### src/rtl/loop_nest_sequencer_pkg.sv
// Shared accelerator definitions: sequencer FSM states and default geometry.
package loop_nest_sequencer_pkg;

    typedef enum logic [1:0] {
        IDLE = 2'd0,
        RUN  = 2'd1,
        DONE = 2'd2
    } state_e;

    localparam int unsigned DefWidth = 16;
    localparam int unsigned DefStep  = 4;

endpackage

### src/rtl/loop_nest_sequencer_if.sv
// Index-tuple stream from the loop-nest sequencer to its consumer.
interface loop_nest_sequencer_if
    import loop_nest_sequencer_pkg::*;
#(
    parameter int unsigned Width = DefWidth
);
    logic             idx_valid_o;
    logic             idx_ready_i;
    logic [Width-1:0] m_idx_o;
    logic [Width-1:0] k_idx_o;
    logic [Width-1:0] n_idx_o;
    logic             first_k_o;
    logic             last_k_o;
    logic             last_o;

    modport master (
        output idx_valid_o, m_idx_o, k_idx_o, n_idx_o, first_k_o, last_k_o, last_o,
        input  idx_ready_i
    );

    modport slave (
        input  idx_valid_o, m_idx_o, k_idx_o, n_idx_o, first_k_o, last_k_o, last_o,
        output idx_ready_i
    );
endinterface

### src/rtl/loop_nest_sequencer_counter.sv
// Stepping counter that wraps to 0 once the next step would reach the ceiling.
module ceiling_counter #(
    parameter int unsigned Width      = 16,
    parameter bit          HasCeiling = 1'b1,
    parameter int unsigned stepSize   = 4
) (
    input  logic             clk_i,
    input  logic             rst_ni,
    input  logic             clear_i,
    input  logic             tick_i,
    input  logic [Width-1:0] ceiling_i,
    output logic [Width-1:0] value_o,
    output logic             at_last_o,
    output logic             last_value_o
);
    logic [Width-1:0] value_q, value_d;
    logic [Width:0]   sum;

    // One extra bit so value+step never wraps before the ceiling compare.
    assign sum = {1'b0, value_q} + (Width+1)'(stepSize);

    if (HasCeiling) begin : g_ceil
        assign at_last_o = (sum >= {1'b0, ceiling_i});
    end else begin : g_free
        assign at_last_o = sum[Width];
    end

    always_comb begin
        value_d = value_q;
        if (clear_i) begin
            value_d = '0;
        end else if (tick_i) begin
            value_d = at_last_o ? '0 : sum[Width-1:0];
        end
    end

    always_ff @(posedge clk_i or negedge rst_ni) begin
        if (!rst_ni) begin
            value_q <= '0;
        end else begin
            value_q <= value_d;
        end
    end

    assign value_o      = value_q;
    assign last_value_o = tick_i & at_last_o;
endmodule

### src/rtl/loop_nest_sequencer.sv
// Walks an (m, n, k) loop nest, k innermost, emitting one index tuple per beat.
module loop_nest_sequencer
    import loop_nest_sequencer_pkg::*;
#(
    parameter int unsigned Width = DefWidth,
    parameter int unsigned StepM = DefStep,
    parameter int unsigned StepK = DefStep,
    parameter int unsigned StepN = DefStep
) (
    input  logic                   clk_i,
    input  logic                   rst_ni,
    input  logic                   start_i,
    input  logic [Width-1:0]       bound_m_i,
    input  logic [Width-1:0]       bound_k_i,
    input  logic [Width-1:0]       bound_n_i,
    output logic                   busy_o,
    output logic                   done_o,
    loop_nest_sequencer_if.master  idx_if
);
    state_e           state_q, state_d;
    logic [Width-1:0] bound_m_q, bound_k_q, bound_n_q;
    logic             start_acc, zero_bound, valid, beat;
    logic             k_last, n_last, m_last;
    logic             k_carry, n_carry, m_carry;
    logic [Width-1:0] m_idx, k_idx, n_idx;

    assign zero_bound = (bound_m_q == '0) || (bound_k_q == '0) || (bound_n_q == '0);
    assign valid      = (state_q == RUN) && !zero_bound;
    assign beat       = valid && idx_if.idx_ready_i;

    ceiling_counter #(.Width(Width), .HasCeiling(1'b1), .stepSize(StepK)) u_k (
        .clk_i, .rst_ni, .clear_i(start_acc), .tick_i(beat), .ceiling_i(bound_k_q),
        .value_o(k_idx), .at_last_o(k_last), .last_value_o(k_carry)
    );

    ceiling_counter #(.Width(Width), .HasCeiling(1'b1), .stepSize(StepN)) u_n (
        .clk_i, .rst_ni, .clear_i(start_acc), .tick_i(k_carry), .ceiling_i(bound_n_q),
        .value_o(n_idx), .at_last_o(n_last), .last_value_o(n_carry)
    );

    // The outermost carry fires exactly on the beat that carries last_o.
    ceiling_counter #(.Width(Width), .HasCeiling(1'b1), .stepSize(StepM)) u_m (
        .clk_i, .rst_ni, .clear_i(start_acc), .tick_i(n_carry), .ceiling_i(bound_m_q),
        .value_o(m_idx), .at_last_o(m_last), .last_value_o(m_carry)
    );

    always_comb begin
        state_d   = state_q;
        start_acc = 1'b0;
        unique case (state_q)
            IDLE: begin
                if (start_i) begin
                    start_acc = 1'b1;
                    state_d   = RUN;
                end
            end
            RUN: begin
                if (zero_bound || m_carry) begin
                    state_d = DONE;
                end
            end
            DONE:    state_d = IDLE;
            default: state_d = IDLE;
        endcase
    end

    always_ff @(posedge clk_i or negedge rst_ni) begin
        if (!rst_ni) begin
            state_q   <= IDLE;
            bound_m_q <= '0;
            bound_k_q <= '0;
            bound_n_q <= '0;
        end else begin
            state_q <= state_d;
            if (start_acc) begin
                bound_m_q <= bound_m_i;
                bound_k_q <= bound_k_i;
                bound_n_q <= bound_n_i;
            end
        end
    end

    assign busy_o = (state_q != IDLE);
    assign done_o = (state_q == DONE);

    assign idx_if.idx_valid_o = valid;
    assign idx_if.m_idx_o     = m_idx;
    assign idx_if.k_idx_o     = k_idx;
    assign idx_if.n_idx_o     = n_idx;
    assign idx_if.first_k_o   = valid && (k_idx == '0);
    assign idx_if.last_k_o    = valid && k_last;
    assign idx_if.last_o      = valid && k_last && n_last && m_last;
endmodule

### src/flat_wrapper.sv
// flat-port wrapper written by rule: the top's interface ports become plain ports
module loop_nest_sequencer_flat import loop_nest_sequencer_pkg::*;
#(
    parameter int unsigned Width = DefWidth,
    parameter int unsigned StepM = DefStep,
    parameter int unsigned StepK = DefStep,
    parameter int unsigned StepN = DefStep
)
  (clk_i, rst_ni, start_i, bound_m_i, bound_k_i, bound_n_i, busy_o, done_o, idx_if_idx_valid_o, idx_if_m_idx_o, idx_if_k_idx_o, idx_if_n_idx_o, idx_if_first_k_o, idx_if_last_k_o, idx_if_last_o, idx_if_idx_ready_i);
  loop_nest_sequencer_if #(.Width(Width)) idx_if_i ();
  input  logic clk_i;
  input  logic rst_ni;
  input  logic start_i;
  input  logic [Width-1:0] bound_m_i;
  input  logic [Width-1:0] bound_k_i;
  input  logic [Width-1:0] bound_n_i;
  output logic busy_o;
  output logic done_o;
  output wire logic [$bits(idx_if_i.idx_valid_o)-1:0] idx_if_idx_valid_o;
  output wire logic [$bits(idx_if_i.m_idx_o)-1:0] idx_if_m_idx_o;
  output wire logic [$bits(idx_if_i.k_idx_o)-1:0] idx_if_k_idx_o;
  output wire logic [$bits(idx_if_i.n_idx_o)-1:0] idx_if_n_idx_o;
  output wire logic [$bits(idx_if_i.first_k_o)-1:0] idx_if_first_k_o;
  output wire logic [$bits(idx_if_i.last_k_o)-1:0] idx_if_last_k_o;
  output wire logic [$bits(idx_if_i.last_o)-1:0] idx_if_last_o;
  input wire logic [$bits(idx_if_i.idx_ready_i)-1:0] idx_if_idx_ready_i;
  assign idx_if_idx_valid_o = idx_if_i.idx_valid_o;
  assign idx_if_m_idx_o = idx_if_i.m_idx_o;
  assign idx_if_k_idx_o = idx_if_i.k_idx_o;
  assign idx_if_n_idx_o = idx_if_i.n_idx_o;
  assign idx_if_first_k_o = idx_if_i.first_k_o;
  assign idx_if_last_k_o = idx_if_i.last_k_o;
  assign idx_if_last_o = idx_if_i.last_o;
  assign idx_if_i.idx_ready_i = idx_if_idx_ready_i;
  loop_nest_sequencer #(.Width(Width), .StepM(StepM), .StepK(StepK), .StepN(StepN)) u_core (.clk_i(clk_i), .rst_ni(rst_ni), .start_i(start_i), .bound_m_i(bound_m_i), .bound_k_i(bound_k_i), .bound_n_i(bound_n_i), .busy_o(busy_o), .done_o(done_o), .idx_if(idx_if_i));
endmodule
### config.mk
export PLATFORM = sky130hd
export DESIGN_NAME = loop_nest_sequencer_flat
export DESIGN_NICKNAME = d
export VERILOG_FILES = /design/src/rtl/loop_nest_sequencer_pkg.sv /design/src/rtl/loop_nest_sequencer_if.sv /design/src/rtl/loop_nest_sequencer_counter.sv /design/src/rtl/loop_nest_sequencer.sv /design/src/flat_wrapper.sv
export SDC_FILE = /design/constraint.sdc
export NUM_CORES = 1
export LEC_CHECK = 0
export ABC_CLOCK_PERIOD_IN_PS = 4850
export CORE_MARGIN = 8
export CORE_UTILIZATION = 50
export CTS_CLUSTER_SIZE = 30
export DETAILED_ROUTE_END_ITERATION = 16
export PLACE_DENSITY = 0.77
export SLEW_MARGIN = 15
export SYNTH_ARGS = -nofsm -noshare
export SYNTH_HDL_FRONTEND = slang
export SYNTH_SLANG_ARGS = --single-unit
### constraint.sdc
create_clock -name clk_i -period 4.85 [get_ports clk_i]
set_clock_uncertainty 0.05 [all_clocks]
set_input_delay 0.7275 -clock clk_i [delete_from_list [all_inputs] [get_ports clk_i]]
set_output_delay 0.7275 -clock clk_i [all_outputs]
set_load 0.005 [all_outputs]
==> metrics.csv, run 1 <==
stage,metric,value,unit
status,status,finished clean,
global_routing,antenna_found_initial,0,
cts,cts_max_level,3,
die,dieArea,14900,um2
detailed_routing,first_iter_violations,465,
synth,synth_most_common_cell,dfrtp_1,
finish,fin_nets,823,
detailed_routing,routed_wl,15300,um
die,core,10900,um2
worst_setup_path,crit_type,reg2out,
global_routing,grt_use_total,0.208,
cts,cts_resized,1,
cts,cts_hold_buf,0,
die,std_cell_rows,38,
cts,cts_setup_buffers,0,
cts,cts-root-buf,clkbuf_16,
timing,worst_pin_slew,0.833,ns
global_routing,grt_overflow,0,
detailed_routing,drc_errors,0,
timing,finalSetupTns,0,ns
synth,yosys-top-cells-count,"92 x dfrtp_1, 81 x nand2_1, 59 x o21ai_0",
timing,rsz0062_at_grt,no,
power,powerDensity,415,nW/um2
cts,path_clk_slew,0.07,ns
detailed_routing,antenna_left,0,
finish,num_antenna_cells,0,
timing,hold_viol_final,0,
timing,slew_headroom,0.442,
worst_hold_path,hold_path_class,in2async,
timing,period_needed,4.61,ns
detailed_routing,drtPass1Iterations,5,
die,start_util,0.515,
detailed_routing,routed.top_layer,met4,
cts,clk_latency,0.34,ns
placed_design,dp_hpwl,11700,um
global_routing,grt_max_degree,52,
placed_design,portBuffers,99,
synth,synth_top_area_frac,0.408,
detailed_routing,via_per_inst,5.74,
cts,cts_buffer_depth,2,
power,p_leak,3.24,nW
die,die_x,122,um
detailed_routing,met2_length,7380,um
job,cap_viol_max_count,0,
synth,synth-warning-count,0,
synth,syn_avg_cell_area,8.93,um2
detailed_routing,route.met3.wl,1100,um
finish,syn2layout_area_growth,25.3,%
timing,period_share,0.951,
synth,syn_area,5640,um2
finish,regArea,2300,um2
cts,cts_sinks,92,
synth,async_reset_ff_frac,1.00,
synth,synthTopCellsByArea,"dfrtp_1 41%, ha_1 10%, nand2_1 5.4%, o21ai_0 5.2%, inv_1 3.8%",
global_routing,first_global_vias,4984,
detailed_routing,vias,4987,
timing,final_max_slew_viol_count,0,
detailed_routing,routedWlPerCell,17.6,um
worst_setup_path,cp-start-kind,register,
timing,fin_ws,0.237,ns
worst_setup_path,critPathArrivalTime,3.84,ns
synth,synth-edff-count,0,
global_routing,grt_pass1_wl,24800,um
synth,synth_cell_type_count,51,
finish,drive_gt1_frac,0.0658,
detailed_routing,wl_met1,6520,um
worst_setup_path,endpoint_kind,output pin,
placed_design,place.gp.congestion,0.936,
power,peakVddDrop,234,uV
finish,nFillCells,912,
synth,yosys_register_bits,92,
timing,fmax,0.217,GHz
die,io_pins,106,
timing,finalSetupViolations,0,
worst_setup_path,worstPathMaxFanout,9,
cts,numCtsBuffers,9,
die,fp.dieH,122,um
cts,cts_tree,yes,
placed_design,dp_slack,0.406,ns
synth,netlist_instances,631,
synth,seq_area_frac_synth,0.408,
worst_setup_path,required,4.07,ns
synth,ys.flop_type,dfrtp_1,
synth,yosys.area.top_type,dfrtp_1,
finish,multi_input_area,3040,um2
-- metrics by stage --
step	power, mW	area (um2)	cells	utilization	hold WS (ns)
floorplan	1.80	5660	636	-	0.382
global placement	2.13	6730	853	0.615	0.489
detailed placement	2.20	6730	853	0.615	0.506
CTS	2.95	7050	869	0.644	0.327
global route	3.14	7060	869	0.646	0.349
finish	2.93	7060	869	0.646	0.313
-- path summary, 6_finish.rpt --
path                                       startpoint  cells past startpoint                     to  slack [ns]
min in group clk_i                u_core.bound_m_q[1]                      1    u_core.bound_m_q[1]        0.52
worst max register to register  u_core.u_n.value_o[2]                     13  u_core.u_m.value_o[8]        0.68
worst max-delay path            u_core.u_m.value_o[5]                     12          idx_if_last_o        0.24
worst min register to register    u_core.bound_m_q[1]                      1    u_core.bound_m_q[1]        0.52
max in group asynchronous                      rst_ni                      2  u_core.u_m.value_o[4]        3.33
worst min-delay path                           rst_ni                      1  u_core.u_k.value_o[6]        0.31
-- per-layer routing --
metal	track usage	up-vias
li1	-	2381
met1	0.263	2418
met2	0.340	163
met3	0.0504	25
met4	0.0731	0
met5	0	-
-- power breakdown --
group / switching (mW) / internal [mW]
logic: 0.615 / 0.442
clock network: 0.303 / 0.429
registers: 0.158 / 0.987
-- state kept, by name, indices dropped and copies added (netlist names) --
signal and cells:
u_core.bound_k_q 16, u_core.u_k.value_o 14, u_core.bound_n_q 16, u_core.u_n.value_o 14, u_core.bound_m_q 16, u_core.state_q 2
u_core.u_m.value_o 14
-- kinds of logic (layout without fill, tap and decap cells) --
family / after synthesis / after routing / synth area share
and+or+nand+nor: 224 / 224 / 0.202
AOI/OAI and AO/OA: 142 / 142 / 0.152
DFF: 92 / 92 / 0.408
buffers and inverters: 83 / 176 / 0.0604
adders and majority gates: 47 / 47 / 0.104
xor gates and xnor gates: 28 / 28 / 0.0435
muxes: 14 / 14 / 0.0282
other: 1 / 6 / 0.000665
-- critical path: stages (launching register included) --
cell and delay, ns:
dfrtp_1 0.45, nand3_2 0.18, nor3_2 0.26, and3_1 0.25
nand3_1 0.11, xnor2_1 0.21, ha_1 0.27, o21a_1 0.20
o211ai_1 0.21, nor4_1 0.09, or4_4 0.59, and3_1 0.22
clkdlybuf4s50_1 0.45
-- layout by cell type, fill, tap and decap left out, types with 7 or more instances in the layout --
master	instances
nand2b_1	10
o21ai_0	59
a21oi_1	32
nand3_1	23
a21o_1	17
mux2_2	11
nor2b_1	8
xnor2_1	19
ha_1	47
a22o_1	9
dfrtp_1	91
nand2_1	81
inv_1	57
nor4_1	16
nor2_1	27
clkdlybuf4s50_1	98
clkbuf_16	9
nand3b_1	7
xor2_1	9
nand4_1	10
-- area by class of cell --
| cell class | count | area share |
|---|---|---|
| Multi-Input combinational cell | 461 | 0.430 |
| Sequential cell | 92 | 0.326 |
| Timing Repair Buffer | 103 | 0.144 |
| Clock buffer | 11 | 0.0358 |
| Inverter | 57 | 0.0303 |
| Tap cell | 140 | 0.0248 |
| Clock inverter | 5 | 0.00850 |
Note: power is estimated with default switching activity, not from simulation.
==> run 2, diff against run 1 <==
--- a/config.mk
+++ b/config.mk
@@ -5,7 +5,7 @@
 export SDC_FILE = /design/constraint.sdc
 export NUM_CORES = 1
 export LEC_CHECK = 0
-export ABC_CLOCK_PERIOD_IN_PS = 4850
+export ABC_CLOCK_PERIOD_IN_PS = 5800
 export CORE_MARGIN = 8
 export CORE_UTILIZATION = 50
 export CTS_CLUSTER_SIZE = 30
==> constraint.sdc (replaced) <==
create_clock -name clk_i -period 5.8 [get_ports clk_i]
set_clock_uncertainty 0.05 [all_clocks]
set_input_delay 0.87 -clock clk_i [delete_from_list [all_inputs] [get_ports clk_i]]
set_output_delay 0.87 -clock clk_i [all_outputs]
set_load 0.005 [all_outputs]
==> metrics.csv, run 2 (synthesized netlist as in run 1, its figures left out) <==
stage,metric,value,unit,change
worst_setup_path,cp-start-kind,register,,unchanged
timing,slew_headroom,0.427,,was 0.442
die,fp.dieH,122,um,unchanged
power,peakVddDrop,150,uV,was 234 uV
worst_setup_path,crit_start,u_core.u_m.value_o[4],,was u_core.u_m.value_o[5]
detailed_routing,drtPass1Iterations,5,,unchanged
detailed_routing,drc_errors,0,,unchanged
finish,post-route-util,0.642,,was 0.646
die,core,10900,um2,unchanged
finish,largestRegisters,"u_core.bound_k_q x16, u_core.bound_m_q x16, u_core.bound_n_q x16",,unchanged
timing,whs,0.456,ns,was 0.313 ns
finish,final_cell_mix,"98 x clkdlybuf4s50_1, 92 x dfrtp_1, 81 x nand2_1",,"was 98 x clkdlybuf4s50_1, 91 x dfrtp_1, 81 x nand2_1"
global_routing,grt_use_total,0.207,,was 0.208
cts,cts_resized,0,,was 1
global_routing,first_global_vias,5158,,"was 4,984"
detailed_routing,via_per_inst,5.75,,was 5.74
finish,num_antenna_cells,0,,unchanged
detailed_routing,first_iter_violations,495,,was 465
finish,instances_no_fill,868,,was 869
cts,cts-root-buf,clkbuf_16,,unchanged
finish,final_common_cell,clkdlybuf4s50_1,,unchanged
cts,cts_buffer_depth,2,,unchanged
placed_design,place.gp.congestion,0.940,,was 0.936
die,std_cell_rows,38,,unchanged
cts,cts_tree,yes,,unchanged
global_routing,grt_max_degree,52,,unchanged
timing,finalSetupViolations,0,,unchanged
global_routing,grt_pass1_wl,24700,um,"was 24,800 um"
worst_setup_path,reg2reg_slack,1.63,ns,was 0.68 ns
die,dieArea,14900,um2,unchanged
worst_setup_path,cp-endpoint,idx_if_last_o,,unchanged
timing,worst_pin_slew,0.856,ns,was 0.833 ns
timing,fmax,0.199,GHz,
cts,cts_sinks,92,,unchanged
worst_setup_path,critPathArrivalTime,4.10,ns,was 3.84 ns
status,status,finished clean,,unchanged
worst_setup_path,crit_type,reg2out,,unchanged
finish,nFillCells,903,,was 912
job,cap_viol_max_count,0,,unchanged
cts,cts_max_level,3,,unchanged
worst_setup_path,endpoint_kind,output pin,,unchanged
die,start_util,0.515,,unchanged
cts,cts_hold_buf,0,,unchanged
die,die_x,122,um,unchanged
timing,final_max_slew_viol_count,0,,unchanged
cts,numCtsBuffers,9,,unchanged
global_routing,grt_overflow,0,,unchanged
timing,hold_viol_final,0,,unchanged
power,p_leak,3.23,nW,was 3.24 nW
finish,drive_gt1_frac,0.0536,,was 0.0658
global_routing,antenna_found_initial,0,,unchanged
worst_hold_path,hold_path_class,in2async,,unchanged
cts,path_clk_slew,0.06,ns,was 0.07 ns
power,powerDensity,346,nW/um2,was 415 nW/um2
worst_setup_path,required,4.88,ns,was 4.07 ns
detailed_routing,antenna_left,0,,unchanged
finish,syn2layout_area_growth,24.5,%,was 25.3%
worst_setup_path,r2r_cells,12,,was 13
timing,period_share,0.866,,
detailed_routing,routedWlPerCell,17.6,um,about the same
placed_design,portBuffers,99,,unchanged
placed_design,dp_hpwl,11700,um,about the same
timing,finalSetupTns,0,ns,unchanged
timing,period_needed,5.02,ns,
cts,clk_latency,0.34,ns,about the same
timing,rsz0062_at_grt,no,,unchanged
worst_setup_path,r2r-end,u_core.u_m.value_o[10],,was u_core.u_m.value_o[8]
finish,fin_nets,823,,unchanged
detailed_routing,vias,4987,,unchanged
placed_design,dp_cells,853,,unchanged
worst_setup_path,r2r-start,u_core.u_n.value_o[4],,was u_core.u_n.value_o[2]
die,io_pins,106,,unchanged
worst_setup_path,worstPathMaxFanout,9,,unchanged
cts,cts_setup_buffers,0,,unchanged
detailed_routing,routed_wl,15300,um,about the same
==> run 2: power breakdown <==
| group | total (mW) | switching [mW] | internal (mW) | leakage, nW |
|---|---|---|---|---|
| sequential | 0.959 | 0.134 | 0.826 | 1.20 |
| combinational | 0.880 | 0.510 | 0.371 | 1.89 |
| clock | 0.585 | 0.241 | 0.344 | 0.140 |
==> run 2: per-stage QoR <==
stage / area [um2] / setup slack, ns / total power, mW
after detailed placement: 6730 / 1.23 / 1.83
after floorplan: 5660 / 1.92 / 1.51
after CTS: 7020 / 0.816 / 2.42
final: 7020 / 0.775 / 2.42
after global placement: 6730 / 1.32 / 1.78
after global routing: 7020 / 0.538 / 2.59
==> run 2: how the worst min path moves through the flow <==
stage | start | end | slack (ns) | cells after the start
global route | rst_ni | u_core.u_k.value_o[6] | 0.49 | 1
finish | rst_ni | u_core.u_k.value_o[6] | 0.46 | 1
detailed placement | u_core.bound_n_q[0] | u_core.bound_n_q[0] | 0.49 | 1
CTS | rst_ni | u_core.u_k.value_o[7] | 0.47 | 1
floorplan | u_core.bound_k_q[0] | u_core.bound_k_q[0] | 0.45 | 1
global placement | u_core.bound_n_q[0] | u_core.bound_n_q[0] | 0.49 | 1
==> run 2: per-layer routing <==
| metal | track usage | routed length [um] | vias up |
|---|---|---|---|
| li1 | - | - | 2384 |
| met1 | 0.264 | 6750 | 2420 |
| met2 | 0.343 | 7240 | 158 |
| met3 | 0.0384 | 1010 | 25 |
| met4 | 0.0777 | 286 | 0 |
| met5 | 0 | 0 | - |
==> run 2: critical path, stage by stage, from the launching register on <==
cell             delay (ns)
dfrtp_1                0.46
nand3_1                0.23
nor3_1                 0.33
and3_1                 0.27
nand3_1                0.11
xnor2_1                0.22
ha_1                   0.27
o21a_1                 0.20
o211ai_1               0.22
nor4_1                 0.07
or4_1                  0.67
and3_1                 0.26
clkdlybuf4s50_1        0.45
==> run 2: layout make-up <==
| class | count | area (um2) | area share |
|---|---|---|---|
| multi-input cells | 461 | 3020 | 0.431 |
| clock buffers | 13 | 250 | 0.0357 |
| well taps | 140 | 175 | 0.0250 |
| clock inverters | 2 | 35.0 | 0.00499 |
| flip-flops and latches | 92 | 2300 | 0.328 |
| inverters | 57 | 214 | 0.0305 |
| repair buffers | 103 | 1020 | 0.145 |
==> edit 1: new RTL, flow settings as in run 2 <==
`HasCeiling` is set to 1'b1 in 4 places; all go to 1'b0.
--- a/src/rtl/loop_nest_sequencer_counter.sv
+++ b/src/rtl/loop_nest_sequencer_counter.sv
@@ -1,7 +1,7 @@
 // Stepping counter that wraps to 0 once the next step would reach the ceiling.
 module ceiling_counter #(
     parameter int unsigned Width      = 16,
-    parameter bit          HasCeiling = 1'b1,
+    parameter bit          HasCeiling = 1'b0,
     parameter int unsigned stepSize   = 4
 ) (
     input  logic             clk_i,
--- a/src/rtl/loop_nest_sequencer.sv
+++ b/src/rtl/loop_nest_sequencer.sv
@@ -28,18 +28,18 @@
     assign valid      = (state_q == RUN) && !zero_bound;
     assign beat       = valid && idx_if.idx_ready_i;
 
-    ceiling_counter #(.Width(Width), .HasCeiling(1'b1), .stepSize(StepK)) u_k (
+    ceiling_counter #(.Width(Width), .HasCeiling(1'b0), .stepSize(StepK)) u_k (
         .clk_i, .rst_ni, .clear_i(start_acc), .tick_i(beat), .ceiling_i(bound_k_q),
         .value_o(k_idx), .at_last_o(k_last), .last_value_o(k_carry)
     );
 
-    ceiling_counter #(.Width(Width), .HasCeiling(1'b1), .stepSize(StepN)) u_n (
+    ceiling_counter #(.Width(Width), .HasCeiling(1'b0), .stepSize(StepN)) u_n (
         .clk_i, .rst_ni, .clear_i(start_acc), .tick_i(k_carry), .ceiling_i(bound_n_q),
         .value_o(n_idx), .at_last_o(n_last), .last_value_o(n_carry)
     );
 
     // The outermost carry fires exactly on the beat that carries last_o.
-    ceiling_counter #(.Width(Width), .HasCeiling(1'b1), .stepSize(StepM)) u_m (
+    ceiling_counter #(.Width(Width), .HasCeiling(1'b0), .stepSize(StepM)) u_m (
         .clk_i, .rst_ni, .clear_i(start_acc), .tick_i(n_carry), .ceiling_i(bound_m_q),
         .value_o(m_idx), .at_last_o(m_last), .last_value_o(m_carry)
     );
Formal check against the unedited RTL: not equivalent (Yosys sat finds a counterexample within 4 cycles, from zero or initial values and one cycle with rst_ni low).
==> edit 1 against run 2 <==
- first-iteration DRC count down 59%
- synthesized area decreased by 20%
- global-route usage fell by 2.5 points
- combinational power decreased by 40%
- worst setup slack better by 1300 ps
- cell area shrank 17%
- total power is 21% lower
- sequential cell count did not move
- count of clock-buffer cells in the layout decreased by 4
- die area decreased by 17%
- sequential share of layout area increased by 6.9 points
- utilization rose by 1.9 points
- wire length is 25% lower
- critical path type unchanged
- largest cell class is now flip-flops and latches
- largest power group unchanged
- highest routed layer unchanged
==> edit 1: results (changes against run 2) <==
- Cell count after placement: 711 (-17%)
- Status: finished, final reports clean
- Cell depth of the worst flop-to-flop path: 6 (-6)
- Switching fraction of total power: 34.4% (-2.1 points)
- Half-perimeter wire length after detailed placement: 8.21 mm (-30%)
- Crit path arrival time: 2810 ps (-1290 ps)
- # nets final: 670 (-19%)
- Total global-route track usage: 18.2% (-2.5 points)
- RePlAce Congestion: 0.835 (-11%)
- Seq/Total Area, Yosys: 50.7% (+9.9 points)
- Clock-pin slew on the worst setup and hold paths: 90 ps (+30 ps)
- Mean Syn Cell Area: 8.64 um2 (-3.3%)
- Max stage delay cell, worst path: clkdlybuf4s50_1
- Area after DPL: 5580 um2 (-17%)
- Static Leakage: 0.00252 uW (-22%)
- Worst-path fanout max: 8 (-1)
- Worst flop-to-flop path startpoint: u_core.u_k.value_o[2]
- Synth top area cells: dfrtp_1, nand2_1, a21oi_1, or4_1, o31ai_1
- Maximum number of pins on one net before global-route repair: 71 (+37%)
- Number of distinct library cells after synthesis: 39 (-24%)
- Rel. slew slack: 27.4% (-15 points)
- Vias: 4148 (-17%)
- Most frequent cells after synthesis: nand2_1, dfrtp_1, a21oi_1
- Pre-CTS setup slack: 2270 ps (+1040 ps)
- Root Buffer Master: clkbuf_8
- Per-cell via count in the routed design: 5.71 (-0.56%)
- Vias in the first global route: 4076 (-21%)
==> edit 1: cell count changes in the layout (fill, tap and decap cells not counted), moves of 18 or more <==
| cell | change |
|---|---|
| xnor2_1 | -19 |
| nand2_1 | +92 |
| inv_1 | -47 |
| o31ai_1 | +18 |
| o21ai_0 | -39 |
| ha_1 | -43 |
==> edit 1: layer usage <==
layer	up-vias	GRT usage [%]	routed length, um
met5	-	0	0
met4	0	4.71	123
met3	12	4.11	672
met2	128	31.0	5560
met1	1993	22.6	5050
li1	2015	-	-
==> edit 1: cell type report <==
class	instances	area, um2
inverter	10	37.5
multi-input combinational	397	2080
fill	738	2970
sequential	92	2300
clock buffer	9	124
tap	108	135
clock inverter	6	88.8
timing repair buffer	104	1030
==> edit 1: logic make-up after synthesis <==
| kind of cell | after synthesis | synth area share [%] |
|---|---|---|
| adder cells (fa/ha/maj) | 4 | 1.10 |
| AND/OR/NAND/NOR | 301 | 32.6 |
| buffers and inverters | 41 | 3.97 |
| other | 1 | 0.0827 |
| AO/OA/AOI/OAI | 84 | 11.1 |
| multiplexers | 2 | 0.441 |
| flip-flops | 92 | 50.7 |
==> edit 1: worst max-delay path by stage <==
stage	start	to	slack, ps	cells past startpoint
after global placement	idx_if_idx_ready_i	u_core.u_m.value_o[11]	2430	6
after floorplan	u_core.u_k.value_o[2]	idx_if_last_o	3140	6
final	u_core.u_k.value_o[2]	idx_if_last_o	2070	7
after global routing	u_core.u_k.value_o[2]	idx_if_last_o	1950	7
after detailed placement	idx_if_idx_ready_i	u_core.u_m.value_o[11]	2270	6
after CTS	u_core.u_k.value_o[2]	idx_if_last_o	2090	7
==> edit 1: power groups by stage <==
stage	sequential, uW	combinational (uW)	clock (uW)
final	911	525	469
after global routing	934	598	498
after floorplan	899	350	0
after global placement	916	514	0
after detailed placement	924	533	0
after CTS	912	535	477
==> edit 1: stage by stage <==
stage | hold WS, ps | utilization (%) | total power (uW)
4_1_cts | 347 | 66.1 | 1920
2_1_floorplan | 396 | - | 1250
3_5_place_dp | 413 | 63.6 | 1460
6_report | 343 | 66.1 | 1910
5_1_grt | 364 | 66.1 | 2030
3_3_place_gp | 409 | 63.6 | 1430
==> edit 2: new RTL, settings of run 2 <==
Made on the original files. Re-encode `state_e` (3 states) as one-hot, 3 bits wide.
--- a/src/rtl/loop_nest_sequencer_pkg.sv
+++ b/src/rtl/loop_nest_sequencer_pkg.sv
@@ -1,10 +1,10 @@
 // Shared accelerator definitions: sequencer FSM states and default geometry.
 package loop_nest_sequencer_pkg;
 
-    typedef enum logic [1:0] {
-        IDLE = 2'd0,
-        RUN  = 2'd1,
-        DONE = 2'd2
+    typedef enum logic [2:0] {
+        IDLE = 3'b001,
+        RUN  = 3'b010,
+        DONE = 3'b100
     } state_e;
 
     localparam int unsigned DefWidth = 16;
Behaviour: same outputs for any inputs over 4 cycles, from zero or initial values and one cycle with rst_ni low; so few cycles prove little.
==> edit 2 against run 2 <==
- wire length rose by 3.7%
- synthesized cell count rose by 1.6%
- sequential cell count rose by 1
- largest cell class unchanged
- non-clock buffer count rose by 2
- final cell count rose by 1.5%
- count of clock-buffer cells in the layout fell by 4
- cell area rose by 1.2%
- worst setup slack got worse by 180 ps
- synthesized area rose by 1.5%
Power is not compared: it rests on default switching activity, and its combinational part moved more than twofold at a synthesized area within 25%.
==> edit 2: results (changes against run 2) <==
- Area after DPL: 6780 um2 (+0.73%)
- Post-synthesis share of cell area spent on xor and xnor gates: 4.90% (+0.55 points)
- Worst flop-to-flop path startpoint: u_core.u_n.value_o[2]
- Pre-CTS setup slack: 1140 ps (-89.8 ps)
- Status: finished, final reports clean
- Average routed wire per standard cell: 18.0 um (+2.1%)
- CP Launch Point: u_core.u_m.value_o[4]
- Post-synthesis share of cell area spent on full adders, half adders and majority gates: 10.3% (-0.15 points)
- Max stage delay cell, worst path: nor4_1
- Number of distinct library cells after synthesis: 55 (+7.8%)
- Seq/Total Area, Yosys: 40.7% (-0.13 points)
- Switch Pwr: 385 uW
- Path type of the worst min-delay path: input port to asynchronous set/reset pin
- Fraction of the mapped netlist area in compound gates: 17.0% (+1.8 points)
- Synth top area cells: dfrtp_1, ha_1, nand2_1, inv_1, o21ai_0
- Met1 Use GR: 26.8% (+0.41 points)
- Met1 wire length: 6.75 mm (about the same)
- Global-route wire length before repair: 25.6 mm (+3.7%)
- Kind of cell with the highest combined delay on the critical path: simple AND/OR/NAND/NOR gates
- Half-perimeter wire length after detailed placement: 12.0 mm (+1.9%)
- Met2 Routed Length: 7.51 mm (+3.7%)
- Met2 usage in global routing: 34.9% (+0.63 points)
- RePlAce Congestion: 0.918 (-2.3%)
- Post_cts resized: 0 (unchanged)
- Largest registers in the final layout: u_core.bound_k_q: 16 flops, u_core.bound_m_q: 16 flops, u_core.bound_n_q: 16 flops
- Most frequent cells after synthesis: nand2_1, dfrtp_1, inv_1
- Top layer in use: met4
- Vias in the first global route: 5211 (+1.0%)
- Worst-path fanout max: 10 (+1)
- Max stage delay on crit path: 570 ps (-100 ps)
- # nets final: 832 (+1.1%)
- Routed met3 length: 1.13 mm (+13%)
- Initial drt markers: 365 (-26%)
- Transition time of the tightest slew-check pin: 1050 ps (+193 ps)
- Crit path arrival time: 4290 ps (+190 ps)
- Post-Layout Cell Count: 881 (+1.5%)
- Maximum number of pins on one net before global-route repair: 96 (+85%)
- Per-cell via count in the routed design: 5.76 (+0.24%)
- Post-synthesis instance total: 641 (+1.6%)
- Met3 GRT Util: 4.70% (+0.86 points)
- Cts bufs inserted: 9 (unchanged)
- Proportion of register bits with asynchronous set or reset after synthesis: 100% (unchanged)
- Portion of netlist area occupied by mux cells: 0.175% (-2.6 points)
- Total global-route track usage: 21.5% (+0.84 points)
- Cell count after placement: 865 (+1.4%)
- First-pass iteration count of the detailed router: 6 (+1)
- Setup Fix Bufs, Post-CTS: 0 (unchanged)
- Fraction of final layout cells sized beyond drive strength 1: 5.15% (-0.21 points)
- Filler cell count in the final layout: 959 (+6.2%)
- Worst skew pair latency: 350 ps
edit 2: cell count changes in the layout (fill, tap and decap cells not counted), sizes merged, moves of 6 or more:
| cell | delta |
|---|---|
| o32ai | +7 |
| nand2b | -8 |
| xnor2 | +7 |
| nand2 | +13 |
| a21o | -12 |
| inv | +18 |
| o21ai | -6 |
| mux2 | -12 |
| a21oi | -14 |
| nor2b | -7 |
edit 2: layout make-up:
class	count	area (um2)	area share, %
multi-input combinational	450	2960	41.7
sequential	93	2330	32.8
timing repair buffer	105	1030	14.6
inverter	74	278	3.91
clock buffer	9	225	3.17
tap	143	179	2.52
clock inverter	7	97.6	1.37
edit 2: worst paths after layout:
check | endpoint | slack [ps] | cells after the start
max | idx_if_last_o | 590 | 14
min | u_core.bound_k_q[14] | 440 | 1
max reg2reg | u_core.u_m.value_o[7] | 1540 | 14
min reg2reg | u_core.bound_m_q[1] | 470 | 2
max in group asynchronous | u_core.u_m.value_o[3] | 4180 | 2
min in group clk_i | u_core.bound_m_q[1] | 470 | 2
